**src/rtl/fifo_pkt_reader_pkg.sv**
```systemverilog
// Shared types and constants for the FIFO packet reader.
// Latency: n/a (declarations only).
// Backpressure: n/a.
package fifo_rd_pkg;

    localparam int WIDTH_DEF  = 64;
    localparam int LEN_W_DEF  = 8;
    localparam int SKID_DEPTH = 3;

    typedef enum logic {
        ST_HDR  = 1'b0,
        ST_BODY = 1'b1
    } rd_state_t;

    // Circular pointer advance over SKID_DEPTH entries (0,1,2,0,...)
    function automatic logic [1:0] ptr_next(input logic [1:0] p);
        return (p == 2'(SKID_DEPTH - 1)) ? 2'd0 : p + 2'd1;
    endfunction

endpackage

```
**src/rtl/fifo_pkt_reader_if.sv**
```systemverilog
// Framed valid/ready packet stream (data plus start/end-of-packet marks).
// Latency: n/a (wires only).
// Backpressure: master holds valid/data/sop/eop until ready is seen high.
interface fifo_pkt_reader_if #(
    parameter int WIDTH = 64
);
    logic             m_valid;
    logic             m_ready;
    logic [WIDTH-1:0] m_data;
    logic             m_sop;
    logic             m_eop;

    modport master (output m_valid, output m_data, output m_sop, output m_eop, input m_ready);
    modport slave  (input m_valid, input m_data, input m_sop, input m_eop, output m_ready);
endinterface

```
**src/rtl/fifo_pkt_reader_skid_buf3.sv**
```systemverilog
// 3-entry circular skid buffer holding words returned by the FIFO read port.
// Latency: a pushed word is visible at head the cycle after the push edge.
// Backpressure: none internally; the caller never pushes into a full buffer without popping.
module skid_buf3
    import fifo_rd_pkg::*;
#(
    parameter int WIDTH = 64
) (
    input  logic             clk,
    input  logic             reset,
    input  logic             push,
    input  logic [WIDTH-1:0] data_in,
    input  logic             pop,
    output logic [WIDTH-1:0] head,
    output logic [1:0]       cnt
);

    logic [WIDTH-1:0] mem_q [SKID_DEPTH];
    logic [1:0]       wr_ptr_q, wr_ptr_d;
    logic [1:0]       rd_ptr_q, rd_ptr_d;
    logic [1:0]       cnt_q, cnt_d;

    // Pointer and occupancy next-state; push and pop may coincide, even when full
    always_comb begin
        wr_ptr_d = wr_ptr_q;
        rd_ptr_d = rd_ptr_q;
        cnt_d    = cnt_q + {1'b0, push} - {1'b0, pop};
        if (push) begin
            wr_ptr_d = ptr_next(wr_ptr_q);
        end
        if (pop) begin
            rd_ptr_d = ptr_next(rd_ptr_q);
        end
    end

    // Pointer/occupancy registers, cleared by reset
    always_ff @(posedge clk) begin
        if (reset) begin
            wr_ptr_q <= 2'd0;
            rd_ptr_q <= 2'd0;
            cnt_q    <= 2'd0;
        end else begin
            wr_ptr_q <= wr_ptr_d;
            rd_ptr_q <= rd_ptr_d;
            cnt_q    <= cnt_d;
        end
    end

    // Data storage; contents are meaningless while unoccupied so no reset is needed
    always_ff @(posedge clk) begin
        if (push) begin
            mem_q[wr_ptr_q] <= data_in;
        end
    end

    assign head = mem_q[rd_ptr_q];
    assign cnt  = cnt_q;

endmodule

```
**src/rtl/fifo_pkt_reader.sv**
```systemverilog
// Drains the async FIFO read port into a framed valid/ready stream with packet counting.
// Latency: fifo_rden at cycle t presents the word on m_valid at t+2; 1 beat/cycle sustained.
// Backpressure: at most 3 words buffered; popping stops when buffered + in-flight reaches 3.
module fifo_pkt_reader
    import fifo_rd_pkg::*;
#(
    parameter int WIDTH = WIDTH_DEF,
    parameter int LEN_W = LEN_W_DEF
) (
    input  logic                  rdclk,
    input  logic                  reset,
    output logic                  fifo_rden,
    input  logic [WIDTH-1:0]      fifo_dataout,
    input  logic                  fifo_rdempty,
    fifo_pkt_reader_if.master     strm,
    output logic [15:0]           pkt_cnt
);

    logic             pend_q, pend_d;
    rd_state_t        state_q, state_d;
    logic [LEN_W-1:0] rem_q, rem_d;
    logic [15:0]      pkt_cnt_q, pkt_cnt_d;

    logic [WIDTH-1:0] head;
    logic [1:0]       skid_cnt;
    logic [2:0]       occ;
    logic             m_valid;
    logic             pop;
    logic [LEN_W-1:0] len;
    logic             sop;
    logic             eop;

    // Skid occupancy plus the word still in flight from the FIFO bounds popping;
    // m_ready is deliberately absent so rden has no path from downstream.
    assign occ       = {1'b0, skid_cnt} + {2'b00, pend_q};
    assign fifo_rden = !reset && !fifo_rdempty && (occ <= 3'd2);
    assign pend_d    = fifo_rden;

    skid_buf3 #(
        .WIDTH (WIDTH)
    ) u_skid (
        .clk     (rdclk),
        .reset   (reset),
        .push    (pend_q),
        .data_in (fifo_dataout),
        .pop     (pop),
        .head    (head),
        .cnt     (skid_cnt)
    );

    assign m_valid = (skid_cnt != 2'd0);
    assign pop     = m_valid && strm.m_ready;
    assign len     = head[LEN_W-1:0];

    // Framing: header carries the payload count; state only advances on an accepted beat
    always_comb begin
        state_d   = state_q;
        rem_d     = rem_q;
        pkt_cnt_d = pkt_cnt_q;
        sop       = 1'b0;
        eop       = 1'b0;
        case (state_q)
            ST_HDR: begin
                sop = 1'b1;
                eop = (len == '0);
                if (pop) begin
                    if (len == '0) begin
                        pkt_cnt_d = pkt_cnt_q + 16'd1;
                    end else begin
                        rem_d   = len;
                        state_d = ST_BODY;
                    end
                end
            end
            ST_BODY: begin
                eop = (rem_q == LEN_W'(1));
                if (pop) begin
                    rem_d = rem_q - LEN_W'(1);
                    if (rem_q == LEN_W'(1)) begin
                        pkt_cnt_d = pkt_cnt_q + 16'd1;
                        state_d   = ST_HDR;
                    end
                end
            end
            default: begin
                state_d = ST_HDR;
            end
        endcase
    end

    // State registers; reset drops the in-flight word and restarts framing at a header
    always_ff @(posedge rdclk) begin
        if (reset) begin
            pend_q    <= 1'b0;
            state_q   <= ST_HDR;
            rem_q     <= '0;
            pkt_cnt_q <= 16'd0;
        end else begin
            pend_q    <= pend_d;
            state_q   <= state_d;
            rem_q     <= rem_d;
            pkt_cnt_q <= pkt_cnt_d;
        end
    end

    // Framing marks are qualified by valid so they read low while the buffer is empty
    assign strm.m_valid = m_valid;
    assign strm.m_data  = head;
    assign strm.m_sop   = m_valid && sop;
    assign strm.m_eop   = m_valid && eop;
    assign pkt_cnt      = pkt_cnt_q;

endmodule

```
**src/flat_wrapper.sv**
```systemverilog
// flat-port wrapper written by rule: the top's interface ports become plain ports
module fifo_pkt_reader_flat import fifo_rd_pkg::*;
#(
    parameter int WIDTH = WIDTH_DEF,
    parameter int LEN_W = LEN_W_DEF
)
  (rdclk, reset, fifo_rden, fifo_dataout, fifo_rdempty, pkt_cnt, strm_m_valid, strm_m_data, strm_m_sop, strm_m_eop, strm_m_ready);
  fifo_pkt_reader_if #(.WIDTH(WIDTH)) strm_i ();
  input  logic rdclk;
  input  logic reset;
  output logic fifo_rden;
  input  logic [WIDTH-1:0] fifo_dataout;
  input  logic fifo_rdempty;
  output logic [15:0] pkt_cnt;
  output wire logic [$bits(strm_i.m_valid)-1:0] strm_m_valid;
  output wire logic [$bits(strm_i.m_data)-1:0] strm_m_data;
  output wire logic [$bits(strm_i.m_sop)-1:0] strm_m_sop;
  output wire logic [$bits(strm_i.m_eop)-1:0] strm_m_eop;
  input wire logic [$bits(strm_i.m_ready)-1:0] strm_m_ready;
  assign strm_m_valid = strm_i.m_valid;
  assign strm_m_data = strm_i.m_data;
  assign strm_m_sop = strm_i.m_sop;
  assign strm_m_eop = strm_i.m_eop;
  assign strm_i.m_ready = strm_m_ready;
  fifo_pkt_reader #(.WIDTH(WIDTH), .LEN_W(LEN_W)) u_core (.rdclk(rdclk), .reset(reset), .fifo_rden(fifo_rden), .fifo_dataout(fifo_dataout), .fifo_rdempty(fifo_rdempty), .strm(strm_i), .pkt_cnt(pkt_cnt));
endmodule
```
**config.mk**
```make
export PLATFORM = sky130hd
export DESIGN_NAME = fifo_pkt_reader_flat
export DESIGN_NICKNAME = d
export VERILOG_FILES = /design/src/rtl/fifo_pkt_reader_pkg.sv /design/src/rtl/fifo_pkt_reader_if.sv /design/src/rtl/fifo_pkt_reader_skid_buf3.sv /design/src/rtl/fifo_pkt_reader.sv /design/src/flat_wrapper.sv
export SDC_FILE = /design/constraint.sdc
export NUM_CORES = 1
export LEC_CHECK = 0
export BUFFER_PORTS_ARGS = -buffer_cell sky130_fd_sc_hd__buf_2
export CORE_MARGIN = 2
export CORE_UTILIZATION = 60
export CTS_BUF_LIST = sky130_fd_sc_hd__clkbuf_4 sky130_fd_sc_hd__clkbuf_8
export DETAILED_ROUTE_END_ITERATION = 10
export GPL_ROUTABILITY_DRIVEN = 0
export PLACE_DENSITY = 0.95
export RECOVER_POWER = 25
export SLEW_MARGIN = 20
export SYNTH_ARGS = -nofsm -noshare
export SYNTH_HDL_FRONTEND = slang
export SYNTH_SLANG_ARGS = --single-unit
```
**constraint.sdc**
```tcl
create_clock -name rdclk -period 11 [get_ports rdclk]
set_input_delay 2.2 -clock rdclk [delete_from_list [all_inputs] [get_ports rdclk]]
set_output_delay 2.2 -clock rdclk [all_outputs]
set_load 0.01 [all_outputs]
```
## Word level (Yosys, flattened, before mapping)

Memories as Yosys holds them, arrays and structs flattened. A register that Yosys moved wholly into a read port is not among the register bits.
Index checks and enable logic that the tools add are counted.

- $add $sub $neg: 7
- $lt $le $gt $ge: 1
- Equal/unequal tests: 8
- Muxes and demuxes: 22
- Bitwise operators: 1
- Reductions and logical operators: 11

Operator list:

| operator | count |
|---|---|
| $mux W16 | 4 |
| $pmux W16 S2 | 1 |
| $mux W8 | 3 |
| $add A16 B1 Y16 const B | 1 |
| $pmux W8 S2 | 1 |
| $eq A8 B1 Y1 const B | 1 |
| $logic_not A8 Y1 | 1 |
| $mux W2 | 4 |
| $ne A2 B2 Y1 const B | 4 |
| $sub A8 B1 Y8 const B | 1 |
| $mux W1 | 7 |
| $logic_and A1 B1 Y1 | 5 |
| $add A2 B1 Y2 const B | 2 |
| $eq A2 B2 Y1 const B | 2 |
| $pmux W1 S2 | 2 |
| $reduce_and A4 Y1 | 1 |
| $add A2 B1 Y3 | 1 |
| $le A3 B2 Y1 const B | 1 |
| $reduce_and A3 Y1 | 1 |
| $add A2 B1 Y2 | 1 |
| $logic_not A1 Y1 | 2 |
| $ne A2 B1 Y1 const B | 1 |
| $reduce_bool A2 Y1 | 1 |
| $sub A2 B1 Y2 | 1 |
| $not A1 Y1 | 1 |

- Register bits: 32
- RAM bits: 192
- Input bits: 68
- Output and inout bits: 84
- Word-level logic and storage cells: 58
- Memories: 1

Memory list:

| name | words | bits a word | read ports | clocked after Yosys merged registers in | wr ports | line | source |
|---|---|---|---|---|---|---|---|
| u_core.u_skid.mem_q | 3 | 64 | 1 | 1 | 1 | fifo_pkt_reader_skid_buf3.sv:18 | `logic [WIDTH-1:0] mem_q [SKID_DEPTH];` |

## Logic depth before layout (Yosys ltp)

Gate-level depths: netlist of run 1.

- Depth after elaboration: 4
- Depth in mapped cells: 9
- Gate-level depth less buffers: 9

## Modules after synthesis

From an unflattened synthesis of run 1, not the netlist that was laid out.

- Cell total of the unflattened synthesis: 640
- Area, all modules: 9258.9 µm²

By module, submodules not included:

| module | times used | cells an instance | area an instance (µm²) | sequential area each (µm²) |
|---|---|---|---|---|
| skid_buf3 | 1 | 435 | 7458.4 | 5925.7 |
| fifo_pkt_reader | 1 | 205 | 1800.5 | 520.5 |

## Least setup slack after synthesis of run 1

Ideal clock, no wire load.

- Path type: register to register
- Start: register u_core.pend_q
- End: memory u_core.u_skid.mem_q[1][0] (enable)
- Library setup time: 0.580 ns
- Arrival time: 5.147 ns
- Data required time: 10.420 ns
- Slack: 5.273 ns
- Cell stages (with the launch flop): 3
- Path buffers: 0
- Period minus slack after synthesis: 5.727 ns
- Path through: dfxtp_1 -> inv_1 -> nor3b_1

- Cells in the longest elaborated chain, start to end: 2

Ends and longest elaborated chain:

| what | line | source |
|---|---|---|
| start: declaration | fifo_pkt_reader.sv:19 | `logic pend_q, pend_d;` |
| start signal: assignment | fifo_pkt_reader.sv:99 | `pend_q <= pend_d;` |
| $mux W1 | fifo_pkt_reader_skid_buf3.sv:51 | `if (push) begin` |
| $mux W1 (not written as such) | fifo_pkt_reader_skid_buf3.sv:52 | `mem_q[wr_ptr_q] <= data_in;` |
| end: declaration | fifo_pkt_reader_skid_buf3.sv:18 |  |

No other way between the ends.

==> impl_metrics.json, run 1 <==
{
  "cts_root_buffer": "clkbuf_8",
  "dr.pass1.iters": 5,
  "area_growth_pct": 18.9,
  "layout-drive-gt1-share": 0.268,
  "share_seq_of_total_power": 0.474,
  "p_sw_mw": 0.618,
  "seq_area_frac_synth": 0.731,
  "leakagePower_nw": 3.66,
  "initialDrtViolationCount": 509,
  "hold_buffers": 0,
  "met3WireLength_um": 1530,
  "regToRegEndpoint": "u_core.rem_q[1]",
  "critical_path_required_ns": 8.80,
  "ys.flop_type": "edfxtp_1",
  "syn_avg_cell_area_um2": 14.2,
  "clock-sinks": 226,
  "cts_resized": 0,
  "fin_util": 0.727,
  "synth_cell_types": 43,
  "max_cap_violations": 4,
  "regToRegSetupSlack_ns": 7.55,
  "core_um2": 14400,
  "startpoint_type": "flip-flop",
  "cts_buffer_depth": 3,
  "p_per_area_nw_per_um2": 211,
  "grt_setup_unrepaired": "false",
  "final_cell_mix": "192 x edfxtp_1, 151 x buf_2, 77 x nand2_1",
  "vias": 5698,
  "failed_checks": "capacitance limit, slew limit",
  "wl_per_cell_um": 18.2,
  "numCtsBuffers": 37,
  "die_h_um": 125,
  "post-route-period-util": 0.511,
  "crit_arrival_ns": 3.43,
  "fin_nets": 858,
  "synth_area_um2": 8820,
  "port_buffers": 151,
  "internal_power_mw": 1.59,
  "hold_path.class": "flip-flop to flip-flop",
  "antenna_found_initial": 3,
  "setup_viol": 0,
  "max-slew-margin-rel": -0.505,
  "synth_area_leader_cell": "edfxtp_1",
  "worstMarginPinSlew_ns": 2.26,
  "grt_overflow": 0,
  "p_sw_frac": 0.280,
  "vdd_drop_max_v": 0.000184,
  "max_clock_freq_mhz": 178,
  "fill_cells": 883,
  "critPathMaxFanout": 73,
  "synth_top_area_share": 0.654,
  "dp_hpwl_um": 10400,
  "clk_latency_ns": 0.52,
  "synth_edf_count": 192,
  "slew_viol_final": 134,
  "dp_slack_ns": 5.86,
  "final_common_cell": "edfxtp_1",
  "path_cells": "buf_4 -> o21ai_0 -> or4_1 -> o21ba_2 -> nor2_1 -> buf_2",
  "die-area_um2": 15700,
  "cts_setup_buffers": 0,
  "crit_end": "strm_m_eop",
  "min_period_ns": 5.63,
  "die_width_um": 125,
  "crit_path_end_kind": "output pin",
  "hold_violations": 0,
  "routed_wl_um": 18100,
  "vias_per_cell": 5.73,
  "ys_warn_count": 0,
  "finClkSkew_ns": 0.0292,
  "h-tree-depth": 2,
  "critPathTopFamily": "buffers and inverters",
  "netlist_instances": 620,
  "r2r_cells": 6,
  "path_depth": 6,
  "grt_pass1_vias": 5664,
  "rows": 44,
  "start_util": 0.611,
  "maxUsedRoutingLayer": "met5",
  "max_stage_delay_ns": 0.68,
  "ys_top_cells_by_area": "edfxtp_1 65%, dfxtp_1 7.7%, mux2i_1 7.4%, o21ai_0 3.5%, nand2_1 3.3%",
  "clk_pin_slew_ns": 0.05,
  "timing.final.ws_setup_ns": 5.37,
  "drc": 0,
  "synth-seq-cells": 226,
  "grt_pass1_wl_um": 28100,
  "cp_slowest_cell": "dfxtp_4",
  "run_status": "finished, violations left",
  "ioPinCount": 152,
  "ys_async_sr_fraction": 0,
  "cts_tree": "built",
  "fin_setup_tns_ns": 0,
  "grt.total_usage": 0.228,
  "m1WireLength_um": 6880,
  "dr_wl_met2_um": 9150,
  "combPwrFrac": 0.194,
  "path_buf_inv": 2,
  "worstSetupPathType": "flip-flop to output pin",
  "grt_max_degree": 74,
  "syn-num-nets": 696,
  "pwr-share-clk": 0.332,
  "ant_nets": 0
}
==> cells by family (layout without fill, tap and decap cells) <==
logic type / Yosys count / in the layout / share of synthesized area
xor+xnor: 2 / 2 / 0.00199
flops: 226 / 226 / 0.731
compound gates: 128 / 128 / 0.0826
mux: 65 / 65 / 0.0738
other cells: 0 / 2 / 0
simple gates: 145 / 145 / 0.0778
fa+ha+maj: 8 / 8 / 0.0114
buf+inv: 46 / 235 / 0.0214
==> final cells by class <==
| cell class | instances | area (um2) | area share |
|---|---|---|---|
| clock buffers | 52 | 641 | 0.0611 |
| multi-input cells | 348 | 2190 | 0.209 |
| repair buffers | 158 | 813 | 0.0776 |
| clock inverters | 14 | 113 | 0.0107 |
| diodes | 2 | 5.00 | 0.000477 |
| inverters | 11 | 41.3 | 0.00394 |
| flip-flops and latches | 226 | 6450 | 0.615 |
| well taps | 184 | 230 | 0.0220 |
==> per-layer routing <==
| layer | track usage | vias to the layer above |
|---|---|---|
| li1 | - | 2685 |
| met1 | 0.277 | 2712 |
| met2 | 0.395 | 251 |
| met3 | 0.0569 | 48 |
| met4 | 0.0895 | 2 |
| met5 | 0 | - |
==> worst min path at each step <==
stage	startpoint	end	slack (ns)	cells after the start
after global placement	u_core.pkt_cnt[15]	u_core.pkt_cnt[15]	0.46	2
after floorplan	u_core.rem_q[6]	u_core.rem_q[6]	0.45	2
final	u_core.u_skid.rd_ptr_q[1]	flip-flop	0.48	2
after CTS	u_core.pkt_cnt[15]	u_core.pkt_cnt[15]	0.48	2
after global routing	u_core.u_skid.rd_ptr_q[1]	flip-flop	0.52	2
after detailed placement	u_core.pkt_cnt[15]	u_core.pkt_cnt[15]	0.47	2
==> state kept, by name (all words and copies together), names as in the netlist, named ones only <==
register / cells
u_core.u_skid.cnt: 2
u_core.rem_q: 8
u_core.pkt_cnt: 16
u_core.u_skid.wr_ptr_q: 2
u_core.u_skid.rd_ptr_q: 2
u_core.state_q: 1
u_core.u_skid.mem_q: 192
u_core.pend_q: 1
==> power by group through the flow <==
stage	Clock (mW)	Combinational, mW	Sequential, mW
global route	0.782	0.470	1.05
CTS	0.744	0.406	1.07
global placement	0	0.385	1.08
floorplan	0	0.287	1.03
finish	0.733	0.429	1.05
detailed placement	0	0.396	1.08
==> synth_stat cells (2+ instances only) <==
cell      instances
a211oi_1          3
a21oi_1          30
and4_1            2
buf_1             7
buf_6             2
clkbuf_1         25
dfxtp_1          34
edfxtp_1        192
ha_1              8
inv_1            11
mux2i_1          65
nand2_1          77
nand2b_1          5
nand3_1           3
nand4_1           7
nor2_1           17
nor3_1            9
nor3b_1           2
o21ai_0          61
o21ai_1           8
o31ai_1          12
o32ai_1           4
or3_1             3
or4_1            14
==> tightest hold or removal path: stages (launching register included) <==
cell and delay [ns]:
dfxtp_1 0.32, nand2_1 0.06, a21oi_1 0.07
==> per-stage QoR <==
| step | hold WS, ns | instance area, um2 | total power, mW | std cells |
|---|---|---|---|---|
| floorplan | 0.453 | 8820 | 1.32 | 620 |
| global placement | 0.462 | 9730 | 1.46 | 926 |
| detailed placement | 0.472 | 9730 | 1.48 | 926 |
| CTS | 0.481 | 10500 | 2.22 | 992 |
| global route | 0.518 | 10500 | 2.30 | 993 |
| finish | 0.483 | 10500 | 2.21 | 995 |
(Power assumes the default switching activity.)
==> run 2: changes to the inputs <==
CORE_UTILIZATION = 52   (was 60)
PLACE_DENSITY = 0.88   (was 0.95)
clock period = 4.65 ns   (was 11 ns; I/O delays follow)
==> run 2 against run 1 <==
Effect of this change: the flow now finishes without violations; routed wire length decreased by 5.2%; via count fell by 2.2%; combinational power up 130%; cell count increased by 3.1%; register-to-register slack worse by 5.8 ns; sequential share of layout area grew 0.47 points; worst setup slack got worse by 4.5 ns; sequential power up 140%; critical path type unchanged; critical endpoint unchanged; highest routed layer is now met4.
==> impl_metrics.json, run 2 (synthesis results as in run 1) <==
{
  "run_status": "complete, no violations",
  "grt.total_usage": 0.188,
  "hold_buffers": 0,
  "cts_resized": 0,
  "p_per_area_nw_per_um2": 484,
  "clk_pin_slew_ns": 0.06,
  "area_growth_pct": 18.0,
  "wl_per_cell_um": 16.7,
  "diodes": 0,
  "hold_path.class": "flip-flop to flip-flop",
  "largest_register": "u_core.u_skid.mem_q",
  "largest_reg_flops": 192,
  "hp-start": "u_core.u_skid.rd_ptr_q[0]",
  "met3WireLength_um": 1810,
  "ioPinCount": 152,
  "dp_hpwl_um": 10200,
  "grt_setup_unrepaired": "false",
  "fin_nets": 855,
  "max_stage_delay_ns": 0.71,
  "die_h_um": 134,
  "slew_viol_final": 0,
  "cts_buffer_depth": 3,
  "setup_viol": 0,
  "final_cell_mix": "192 x edfxtp_1, 108 x buf_2, 77 x nand2_1",
  "core_um2": 16600,
  "vias_per_cell": 5.43,
  "initialDrtViolationCount": 311,
  "dr.pass1.iters": 5,
  "port_buffers": 151,
  "hold_violations": 0,
  "cp_slowest_cell": "dfxtp_4",
  "numCtsBuffers": 36,
  "ant_nets": 0,
  "antenna_found_initial": 0,
  "die-area_um2": 18000,
  "h-tree-depth": 2,
  "min_period_ns": 3.83,
  "finClkSkew_ns": 0.0203,
  "die_width_um": 134,
  "fin_setup_tns_ns": 0,
  "critPathMaxFanout": 33,
  "critPathTopFamily": "simple AND/OR/NAND/NOR gates",
  "grt_pass1_vias": 5582,
  "vias": 5572,
  "leakagePower_nw": 3.51,
  "p_sw_frac": 0.285,
  "combPwrFrac": 0.195,
  "dr_wl_met2_um": 8260,
  "cts_setup_buffers": 0,
  "routed_wl_um": 17100,
  "rows": 47,
  "path_buf_inv": 1,
  "cts_root_buffer": "clkbuf_8",
  "path_cells": "mux2i_1 -> o21ai_1 -> or4_1 -> o21ba_2 -> nor2_1 -> buf_2",
  "whs_ns": 0.483,
  "maxUsedRoutingLayer": "met4",
  "max_cap_violations": 0,
  "crit_arrival_ns": 2.90,
  "worstMarginPinSlew_ns": 0.937,
  "drc": 0,
  "vdd_drop_max_v": 0.000348,
  "pwr-share-clk": 0.315,
  "crit_path_end_kind": "output pin",
  "clock-sinks": 226,
  "start_util": 0.532,
  "p_sw_mw": 1.43,
  "grt_pass1_wl_um": 26800,
  "clk_latency_ns": 0.52,
  "internal_power_mw": 3.60,
  "critical_path_required_ns": 3.72,
  "final_common_cell": "edfxtp_1",
  "grt_overflow": 0,
  "cts_tree": "built",
  "share_seq_of_total_power": 0.490,
  "grt_max_degree": 73,
  "m1WireLength_um": 6710,
  "layout-drive-gt1-share": 0.218,
  "max_clock_freq_mhz": 261,
  "post-route-period-util": 0.823,
  "startpoint_type": "flip-flop",
  "worstSetupPathType": "flip-flop to output pin",
  "max-slew-margin-rel": 0.375
}
## run 2: cell count changes in the layout (fill, tap and decap cells not counted), sizes merged
cell      before  now
buf          154  114
inv           11   13
clkinvlp       1    0
clkbuf        56   93
clkinv        11   12
diode          2    0
bufinv         2    0
## run 2: worst register-to-register path, delay by kind of cell (launching register included)
kind,cells,cell delay [ns]
simple gates,2,1.16
flops,1,0.71
compound gates,3,0.69
mux,1,0.27
## run 2: metal layers
metal  vias up  GRT usage
li1       2678          -
met1      2616      0.216
met2       240      0.314
met3        38     0.0820
met4         0     0.0678
met5         -          0
## run 2: per-stage QoR
step	instance area (um2)	utilization	cells	worst slack (ns)	total power [mW]
after global routing	10400	0.628	1026	0.622	5.27
final	10400	0.628	1026	0.825	5.04
after floorplan	8830	-	620	1.03	3.12
after global placement	9780	0.589	961	1.37	3.47
after detailed placement	9780	0.589	961	1.33	3.50
after CTS	10500	0.631	1026	0.782	5.08
## run 2: power groups by stage
| stage | Clock (mW) | Sequential (mW) | Combinational (mW) |
|---|---|---|---|
| after global placement | 0 | 2.51 | 0.969 |
| after global routing | 1.70 | 2.49 | 1.08 |
| after detailed placement | 0 | 2.51 | 0.985 |
| after CTS | 1.62 | 2.47 | 0.993 |
| final | 1.59 | 2.47 | 0.981 |
| after floorplan | 0 | 2.44 | 0.681 |
## run 2: final timing paths
check | end | cells past startpoint | slack (ns)
max | strm_m_eop | 6 | 0.82
min | flip-flop | 2 | 0.48
max reg2reg | u_core.pkt_cnt[12] | 6 | 1.74
min reg2reg | flip-flop | 2 | 0.48
## run 2: cell type report
cell class                 instances  area [um2]
clock inverter                    14        71.3
timing repair buffer             156         739
sequential                       226        6450
clock buffer                      51         614
fill                            1231        6180
tap                              220         275
multi-input combinational        348        2210
inverter                          11        41.3
==> run 3: changes to the inputs <==
ABC_AREA = 1   (was unset)
CORE_UTILIZATION = 58   (was 52)
PLACE_DENSITY = 0.92   (was 0.88)
clock period = 3.93 ns   (was 4.65 ns; I/O delays follow)
==> run 3 against run 2 <==
Effect of this change: hold slack worse by 0.013 ns; highest routed layer unchanged; first-iteration DRC count is 58% higher; sequential cell count unchanged; via count increased by 14%; global-route usage increased by 4.7 points; utilization is 6.6 points higher; combinational power is 110% higher; clock power grew 25%.
==> impl_metrics.json, run 3 <==
{
  "run_status": "complete, no violations",
  "synthTopCellsByCount": "192 x edfxtp_1, 134 x a21oi_1, 124 x nand2_1",
  "dp_hpwl_um": 11100,
  "layout-drive-gt1-share": 0.192,
  "crit_arrival_ns": 2.30,
  "syn_avg_cell_area_um2": 11.6,
  "grt_setup_unrepaired": "false",
  "die-area_um2": 16300,
  "grt.total_usage": 0.235,
  "hold_path.class": "input port to flip-flop",
  "cts_buffer_depth": 3,
  "ys_top_cells_by_area": "edfxtp_1 65%, dfxtp_1 7.7%, a21oi_1 7.5%, nand2_1 5.2%, nor2_1 4.9%",
  "timing.final.ws_setup_ns": 0.841,
  "ys_warn_count": 0,
  "regToRegSetupSlack_ns": 1.60,
  "holdPathStages": 1,
  "final_cell_mix": "192 x edfxtp_1, 134 x a21oi_1, 124 x nand2_1",
  "vias_per_cell": 5.55,
  "finClkSkew_ns": 0.0276,
  "combPwrFrac": 0.300,
  "cts_tree": "built",
  "grt_max_degree": 66,
  "synth_area_um2": 8890,
  "area_growth_pct": 17.7,
  "cts_setup_buffers": 0,
  "max-slew-margin-rel": 0.387,
  "p_sw_frac": 0.341,
  "post-route-period-util": 0.786,
  "pwr-share-clk": 0.283,
  "clk_pin_slew_ns": 0.06,
  "final_common_cell": "edfxtp_1",
  "internal_power_mw": 4.61,
  "synth_top_area_share": 0.648,
  "ant_nets": 0,
  "fin_util": 0.694,
  "fill_cells": 1021,
  "die_width_um": 128,
  "hold_violations": 0,
  "h-tree-depth": 2,
  "hp-start": "fifo_dataout[43]",
  "largest_register": "u_core.u_skid.mem_q",
  "hold_buffers": 0,
  "p_sw_mw": 2.39,
  "seq_area_frac_synth": 0.725,
  "ys_async_sr_fraction": 0,
  "holdPathEnd": "u_core.u_skid.mem_q[1][43]",
  "vdd_drop_max_v": 0.000545,
  "leakagePower_nw": 4.02,
  "vias": 6348,
  "synth-seq-cells": 226,
  "dp_slack_ns": 1.26,
  "max_cap_violations": 0,
  "clock-sinks": 226,
  "rows": 45,
  "largest_reg_flops": 192,
  "core_um2": 15100,
  "cts_root_buffer": "clkbuf_8",
  "dr.pass1.iters": 5,
  "wl_per_cell_um": 17.1,
  "ys.flop_type": "edfxtp_1",
  "critical_path_required_ns": 3.14,
  "port_buffers": 151,
  "die_h_um": 128,
  "netlist_instances": 767,
  "antenna_found_initial": 1,
  "whs_ns": 0.470,
  "syn-num-nets": 843,
  "startpoint_type": "flip-flop",
  "drc": 0,
  "grt_pass1_wl_um": 29800,
  "synth_cell_types": 30,
  "synth_edf_count": 192,
  "r2r-start": "u_core.u_skid.cnt[1]",
  "worstSetupPathType": "flip-flop to output pin",
  "fin_nets": 1004,
  "routed_wl_um": 19500,
  "slew_viol_final": 0,
  "synth.most_common_cell": "edfxtp_1",
  "synth_area_leader_cell": "edfxtp_1",
  "initialDrtViolationCount": 490,
  "r2r_cells": 8,
  "grt_pass1_vias": 6033,
  "worstMarginPinSlew_ns": 0.919,
  "clk_latency_ns": 0.53,
  "start_util": 0.589,
  "max_clock_freq_mhz": 324,
  "cts_resized": 0,
  "ioPinCount": 152,
  "p_per_area_nw_per_um2": 668,
  "crit_path_end_kind": "output pin",
  "regToRegEndpoint": "u_core.pkt_cnt[8]",
  "numCtsBuffers": 36,
  "share_seq_of_total_power": 0.417,
  "setup_viol": 0,
  "grt_overflow": 0,
  "critPathMaxFanout": 36,
  "min_period_ns": 3.09
}
-- run 3: routing by layer --
metal | part of all wire | vias up | global-route usage
li1 | - | 2997 | -
met5 | 0 | - | 0
met2 | 0.49 | 323 | 0.384
met3 | 0.095 | 43 | 0.0647
met4 | 0.028 | 0 | 0.107
met1 | 0.38 | 2985 | 0.297
-- run 3: worst max-delay path by stage --
stage / start / to / slack [ns] / cells past startpoint
global route: flip-flop / strm_m_data[52] / 0.70 / 5
detailed placement: strm_m_ready / u_core.pkt_cnt[8] / 1.26 / 9
finish: flip-flop / strm_m_data[19] / 0.84 / 5
global placement: strm_m_ready / u_core.pkt_cnt[8] / 1.34 / 9
floorplan: u_core.pend_q / u_core.u_skid.mem_q[0][0] / -1.45 / 2
CTS: flip-flop / strm_m_data[19] / 0.85 / 5
-- run 3: area by class of cell --
class | instances | area, um2 | share of cell area
Tap cell | 188 | 235 | 0.0225
Clock buffer | 48 | 604 | 0.0577
Antenna cell | 1 | 2.50 | 0.000239
Sequential cell | 226 | 6450 | 0.616
Inverter | 41 | 154 | 0.0147
Timing Repair Buffer | 158 | 751 | 0.0717
Multi-Input combinational cell | 465 | 2160 | 0.206
Clock inverter | 16 | 119 | 0.0114
-- run 3: through the flow --
step / setup TNS, ns / instance area, um2 / cells / power (mW)
floorplan: -186.67 / 8890 / 767 / 4.28
detailed placement: 0 / 9800 / 1078 / 5.02
global placement: 0 / 9800 / 1078 / 4.97
finish: 0 / 10500 / 1143 / 6.99
CTS: 0 / 10500 / 1142 / 7.02
global route: 0 / 10500 / 1142 / 7.35
-- run 3: power by group through the flow --
| stage | Clock (mW) | Sequential [mW] | Combinational, mW |
|---|---|---|---|
| 2_1_floorplan | 0 | 2.94 | 1.34 |
| 3_3_place_gp | 0 | 2.95 | 2.02 |
| 3_5_place_dp | 0 | 2.96 | 2.06 |
| 4_1_cts | 2.01 | 2.91 | 2.10 |
| 5_1_grt | 2.11 | 2.93 | 2.31 |
| 6_report | 1.98 | 2.91 | 2.10 |
-- run 3: cell families (layout without fill, tap and decap cells) --
kind of cell               Yosys count  count (layout)  share of synthesized area
xor gates and xnor gates             4               4                    0.00394
AOI/OAI and AO/OA                  156             156                     0.0896
and+or+nand+nor                    297             297                      0.136
DFF                                226             226                      0.725
adders and majority gates            8               8                     0.0113
other                                0               1                          0
buffers and inverters               76             263                     0.0340
-- run 3: critical path, cell delays in order, from the launching register on --
cell,delay [ns]
dfxtp_2,0.33
inv_2,0.45
buf_4,0.50
nor2_1,0.09
a21oi_1,0.21
buf_2,0.17
